### config.mk
export PLATFORM = sky130hd
export DESIGN_NAME = aes_round_sched_flat
export DESIGN_NICKNAME = d
export VERILOG_FILES = /design/src/rtl/aes_round_sched_if.sv /design/src/rtl/aes_round_sched.sv /design/src/flat_wrapper.sv
export SDC_FILE = /design/constraint.sdc
export NUM_CORES = 1
export LEC_CHECK = 0
export CORE_AREA = 2 2 257 259
export CTS_CLUSTER_DIAMETER = 50
export CTS_CLUSTER_SIZE = 30
export DETAILED_ROUTE_END_ITERATION = 8
export DIE_AREA = 0 0 259 261
export PLACE_DENSITY_LB_ADDON = 0.12
export SLEW_MARGIN = 15
export SYNTH_ARGS = -nofsm -noshare
export SYNTH_HDL_FRONTEND = slang
export SYNTH_SLANG_ARGS = --single-unit
### constraint.sdc
create_clock -name clk -period 4.3 [get_ports clk]
set_input_delay 0.645 -clock clk [delete_from_list [all_inputs] [get_ports clk]]
set_output_delay 0.645 -clock clk [all_outputs]
set_load 0.05 [all_outputs]
### src/rtl/aes_round_sched_if.sv
// Signal bundle between the AES round scheduler, its two requesters, the
// response consumer and the external iterative round datapath.
interface aes_round_sched_if #(
  parameter int RW = 4
);
  logic           req0_valid;
  logic           req0_ready;
  logic [127:0]   req0_data;
  logic           req1_valid;
  logic           req1_ready;
  logic [127:0]   req1_data;
  logic [127:0]   dp_state;
  logic [RW-1:0]  round_idx;
  logic           round_first;
  logic           round_last;
  logic [127:0]   dp_result;
  logic           resp_valid;
  logic           resp_ready;
  logic [127:0]   resp_data;
  logic           resp_id;

  modport slave (
    input  req0_valid, req0_data, req1_valid, req1_data, dp_result, resp_ready,
    output req0_ready, req1_ready, dp_state, round_idx, round_first, round_last,
           resp_valid, resp_data, resp_id
  );

  modport master (
    output req0_valid, req0_data, req1_valid, req1_data, dp_result, resp_ready,
    input  req0_ready, req1_ready, dp_state, round_idx, round_first, round_last,
           resp_valid, resp_data, resp_id
  );
endinterface

### src/rtl/aes_round_sched.sv
// Round-robin scheduler and round sequencer sharing one iterative AES round
// datapath between two requesters; one block in flight at a time.
module aes_round_sched #(
  parameter int Nr = 10,
  parameter int RW = 4
) (
  input  logic              clk,
  input  logic              reset,
  aes_round_sched_if.slave  bus
);

  typedef enum logic [1:0] {
    IDLE,
    RUN,
    DONE
  } fsm_e;

  localparam logic [RW-1:0] LastRound = RW'(Nr);

  fsm_e          fsm_q, fsm_d;
  logic [127:0]  state_q, state_d;
  logic [RW-1:0] round_idx_q, round_idx_d;
  logic          id_q, id_d;
  logic          last_grant_q, last_grant_d;
  logic          resp_valid_q, resp_valid_d;
  logic          grant;
  logic          ready0;
  logic          ready1;

  // On a tie the requester that was not served last wins.
  always_comb begin
    if (bus.req0_valid && bus.req1_valid) begin
      grant = ~last_grant_q;
    end else begin
      grant = bus.req1_valid;
    end
    ready0 = (fsm_q == IDLE) && !reset && !grant && bus.req0_valid;
    ready1 = (fsm_q == IDLE) && !reset &&  grant && bus.req1_valid;
  end

  always_comb begin
    fsm_d        = fsm_q;
    state_d      = state_q;
    round_idx_d  = round_idx_q;
    id_d         = id_q;
    last_grant_d = last_grant_q;
    resp_valid_d = resp_valid_q;
    case (fsm_q)
      IDLE: begin
        if (ready0) begin
          state_d      = bus.req0_data;
          id_d         = 1'b0;
          last_grant_d = 1'b0;
          round_idx_d  = '0;
          fsm_d        = RUN;
        end else if (ready1) begin
          state_d      = bus.req1_data;
          id_d         = 1'b1;
          last_grant_d = 1'b1;
          round_idx_d  = '0;
          fsm_d        = RUN;
        end
      end
      RUN: begin
        state_d = bus.dp_result;
        if (round_idx_q == LastRound) begin
          fsm_d        = DONE;
          round_idx_d  = '0;
          resp_valid_d = 1'b1;
        end else begin
          round_idx_d = round_idx_q + 1'b1;
        end
      end
      DONE: begin
        // The response is held until taken; no accept shares the handshake cycle.
        if (bus.resp_ready) begin
          fsm_d        = IDLE;
          resp_valid_d = 1'b0;
        end
      end
      default: begin
        fsm_d = IDLE;
      end
    endcase
  end

  always_ff @(posedge clk or posedge reset) begin
    if (reset) begin
      fsm_q        <= IDLE;
      state_q      <= '0;
      round_idx_q  <= '0;
      id_q         <= 1'b0;
      last_grant_q <= 1'b1;
      resp_valid_q <= 1'b0;
    end else begin
      fsm_q        <= fsm_d;
      state_q      <= state_d;
      round_idx_q  <= round_idx_d;
      id_q         <= id_d;
      last_grant_q <= last_grant_d;
      resp_valid_q <= resp_valid_d;
    end
  end

  assign bus.req0_ready  = ready0;
  assign bus.req1_ready  = ready1;
  assign bus.dp_state    = state_q;
  assign bus.round_idx   = round_idx_q;
  assign bus.round_first = (fsm_q == RUN) && (round_idx_q == '0);
  assign bus.round_last  = (fsm_q == RUN) && (round_idx_q == LastRound);
  assign bus.resp_valid  = resp_valid_q;
  assign bus.resp_data   = state_q;
  assign bus.resp_id     = id_q;

endmodule

### src/flat_wrapper.sv
// flat-port wrapper written by rule: the top's interface ports become plain ports
module aes_round_sched_flat 
#(
  parameter int Nr = 10,
  parameter int RW = 4
)
  (clk, reset, bus_req0_valid, bus_req0_data, bus_req1_valid, bus_req1_data, bus_dp_result, bus_resp_ready, bus_req0_ready, bus_req1_ready, bus_dp_state, bus_round_idx, bus_round_first, bus_round_last, bus_resp_valid, bus_resp_data, bus_resp_id);
  aes_round_sched_if #(.RW(RW)) bus_i ();
  input  logic clk;
  input  logic reset;
  input wire logic [$bits(bus_i.req0_valid)-1:0] bus_req0_valid;
  input wire logic [$bits(bus_i.req0_data)-1:0] bus_req0_data;
  input wire logic [$bits(bus_i.req1_valid)-1:0] bus_req1_valid;
  input wire logic [$bits(bus_i.req1_data)-1:0] bus_req1_data;
  input wire logic [$bits(bus_i.dp_result)-1:0] bus_dp_result;
  input wire logic [$bits(bus_i.resp_ready)-1:0] bus_resp_ready;
  output wire logic [$bits(bus_i.req0_ready)-1:0] bus_req0_ready;
  output wire logic [$bits(bus_i.req1_ready)-1:0] bus_req1_ready;
  output wire logic [$bits(bus_i.dp_state)-1:0] bus_dp_state;
  output wire logic [$bits(bus_i.round_idx)-1:0] bus_round_idx;
  output wire logic [$bits(bus_i.round_first)-1:0] bus_round_first;
  output wire logic [$bits(bus_i.round_last)-1:0] bus_round_last;
  output wire logic [$bits(bus_i.resp_valid)-1:0] bus_resp_valid;
  output wire logic [$bits(bus_i.resp_data)-1:0] bus_resp_data;
  output wire logic [$bits(bus_i.resp_id)-1:0] bus_resp_id;
  assign bus_i.req0_valid = bus_req0_valid;
  assign bus_i.req0_data = bus_req0_data;
  assign bus_i.req1_valid = bus_req1_valid;
  assign bus_i.req1_data = bus_req1_data;
  assign bus_i.dp_result = bus_dp_result;
  assign bus_i.resp_ready = bus_resp_ready;
  assign bus_req0_ready = bus_i.req0_ready;
  assign bus_req1_ready = bus_i.req1_ready;
  assign bus_dp_state = bus_i.dp_state;
  assign bus_round_idx = bus_i.round_idx;
  assign bus_round_first = bus_i.round_first;
  assign bus_round_last = bus_i.round_last;
  assign bus_resp_valid = bus_i.resp_valid;
  assign bus_resp_data = bus_i.resp_data;
  assign bus_resp_id = bus_i.resp_id;
  aes_round_sched #(.Nr(Nr), .RW(RW)) u_core (.clk(clk), .reset(reset), .bus(bus_i));
endmodule
==> flow_summary.ini <==
[run_status]
status = finished clean

[clocking]
ctsLongestPathBuffers = 2
clock_tree.htree_level_count = 4
cts_tree = yes
cts_buffers = 17
cts_repair_resizes = 0
cts.sinks = 137
clkSlewWorstSetupHoldPaths_ns = 0.06
cts_root_buffer = clkbuf_16
post_cts.repair.setup_buffers = 0
cts-hold-fix-buffers = 0
clk_latency_ns = 0.48

[detailed_routing]
avgViaCountPerCell = 3.640
routed_wire_length_per_instance_um = 19.83
ant_nets = 0
detailroute.via_count = 7753
detail_route.drc_violations = 0
drt_first_pass_iters = 4
wl_final_um = 42240
detailedRoute.firstIterationViolations = 232

[synth]
syn-mean-instance-area_um2 = 10.55
post_synth_instance_area_um2 = 7924
async_reset_ff_share_pct = 100.0
postSynthNetCount = 1143
yosysTopAreaCellShare_pct = 42.95
synth_flop_cell = dfrtp_1
synth.area.top_cells = dfrtp_1 (43%), mux2i_1 (16%), buf_4 (12%)
postSynthRegisterBits = 137
post_synth_most_frequent_cells = dfrtp_1 (136), buf_4 (131), mux2i_1 (129), a22oi_1 (128), o21ai_1 (110)
netlist.top_cell.by_area = dfrtp_1
synth.most_common_cell = dfrtp_1
synth_enable_flop_cells = 0
yosysSeqAreaShare_pct = 43.28
postSynthCellCount = 751
post_synth_num_cell_types = 33
ys.warnings.count = 0

[place]
port-buffer-count = 654
post-place-cells = 2095
dp_hpwl_um = 31250
gp_congestion = 0.7283

[timing]
setup-tns-final_ns = 0
holdWs_ns = 0.4958
maxSlewViolCount = 0
timing.final.crit_share_pct = 75.79
fin_skew_ns = 0.01192
rsz0062_at_grt = no
max_freq_mhz = 306.9
max_slew.worst_pin.slew_ns = 0.8790
final-setup-viol-count = 0
hold_violation_total_from_the_final_report = 0
timing.max_slew.rel_slack_pct = 41.40
period_minus_slack_ns = 3.259

[cells_and_area]
nets = 1642
finish.utilization_pct = 23.08
finalNonFillerCells = 2130
drive_above_1_share_pct = 3.965
syn_to_final_growth_pct = 89.48

[critical_path]
worstRegToRegCells = 5
cpLargestDelayFamily = buffers and inverters
worst_r2r_endpoint = u_core.bus.dp_state[39]
cpPeakStageDelay_ns = 0.84
cp_num_buf_inv = 2
cp_cell_sequence = clkdlybuf4s50_1 -> nor3_2 -> nand2_1 -> a21oi_1 -> clkdlybuf4s50_1
rr_startpoint = u_core.last_grant_q
worstPathMaxFanout = 4
crit_required_ns = 3.65
slowest_stage = clkdlybuf4s50_1
critical_path_arrival_ns = 2.61
setup.worst_path.end_class = output pin
rrSetupSlack_ns = 1.95
worst-setup-path-type = in2out
crit_path_frequent_cell = clkdlybuf4s50_1
critPathLaunchType = primary input

[die]
initial_utilization_pct = 12.18
fp.dieArea_um2 = 67600
fp-row-count = 94
fp.dieW_um = 259
die_y_um = 261
num_io_pins = 655
core_area_um2 = 65040

[global_route]
grt_max_degree = 102
wire_length_of_the_first_global_routing_pass_um = 58770
grt_util_met2_pct = 22.22
met1_usage_pct = 12.97
grt_antenna_before_repair = 3
globalRoute.totalOverflow = 0
global_route.usage.total_pct = 12.07
grt_util_met3_pct = 3.997
via_count_of_the_first_global_routing_pass = 8159
routing_layer_with_the_top_usage_in_global_route = met2

[power_and_ir_drop]
power.density_cell_area_nw_per_um2 = 847.9
max-vdd-ir-drop_uv = 390.5
power.leakage_nw = 6.036

[worst_hold_path]
worst_hold_path.num_cells = 1
beginning_of_the_worst_hold_path = u_core.bus.resp_id
path_type_of_the_worst_min_delay_path = reg2reg
worst_hold_path.endpoint = u_core.bus.resp_id

[run]
max-cap-violations = 0
[registers in the layout (all words and copies together) (netlist names)]
name	flops
u_core.bus.round_idx	4
u_core.bus.resp_id	1
u_core.last_grant_q	1
u_core.bus.dp_state	128
u_core.bus.resp_valid	1
u_core.fsm_q	2
[through the flow]
stage | setup slack (ns) | cell area, um^2 | power, mW
floorplan | 1.151 | 7928 | 8.654
global placement | 0.9973 | 14410 | 11.29
CTS | 1.025 | 15000 | 12.96
finish | 1.041 | 15010 | 12.73
detailed placement | 0.9320 | 14410 | 11.25
global route | 0.8895 | 15010 | 13.34
[cells in the final DEF, fill, tap and decap left out, types with 2 or more instances in the layout]
master / n
inv_1: 2
ha_1: 3
bufinv_16: 3
a22oi_1: 128
diode_2: 5
nor2_1: 4
clkinv_2: 3
clkinvlp_4: 5
nand2b_1: 2
o21ai_0: 23
buf_4: 5
nand2_1: 10
buf_12: 6
clkdlybuf4s50_1: 654
o21ai_1: 110
o21ai_4: 2
clkinv_4: 2
mux2i_1: 129
dfrtp_1: 136
clkbuf_16: 17
[worst reg2reg max path, delay by kind of cell (launching register included)]
kind	cells	cell delay, ns
AO/OA/AOI/OAI	2	0.24
buffers and inverters	2	1.27
flip-flops	1	0.40
multiplexers	1	0.31
[power breakdown]
group | switching, mW | internal, mW
Combinational | 5.72 | 2.83
Clock | 0.682 | 0.917
Sequential | 0.686 | 1.89
Total | 7.09 | 5.64
[worst max path at each step]
stage,from,endpoint,slack (ns),depth (start not counted)
after detailed placement,bus_req1_valid,u_core.bus.dp_state[39],0.93,7
after floorplan,bus_req1_valid,bus_req0_ready,1.15,5
final,reset,bus_req1_ready,1.04,5
after CTS,reset,bus_req1_ready,1.02,5
after global routing,reset,bus_req1_ready,0.89,5
after global placement,bus_req1_valid,u_core.bus.dp_state[47],1.0,7
[cell type report]
cell class / count / area (um^2)
Clock buffer: 18 / 439.2
Fill cell: 6982 / 50030
Inverter: 4 / 18.77
Tap cell: 864 / 1081
Timing Repair Buffer: 665 / 6704
Multi-Input combinational cell: 425 / 3177
Antenna cell: 5 / 12.51
Sequential cell: 137 / 3430
Clock inverter: 12 / 152.6
[logic make-up (layout without fill, tap and decap cells)]
| family | Yosys count | after routing | synth area share, % |
|---|---|---|---|
| adder cells (fa/ha/maj) | 3 | 3 | 0.4738 |
| AND/OR/NAND/NOR | 23 | 23 | 1.516 |
| XOR/XNOR | 1 | 1 | 0.1106 |
| buffers and inverters | 189 | 699 | 16.85 |
| multiplexers | 129 | 129 | 16.30 |
| AO/OA/AOI/OAI | 269 | 269 | 21.47 |
| flip-flops | 137 | 137 | 43.28 |
| other | 0 | 5 | 0 |
[per-layer routing]
metal	part of all wire, %	vias up
met5	0	-
met1	37	3795
met4	1.2	0
li1	-	3642
met2	55	287
met3	6.8	29
No activity file was read; power rests on OpenSTA's default activity.
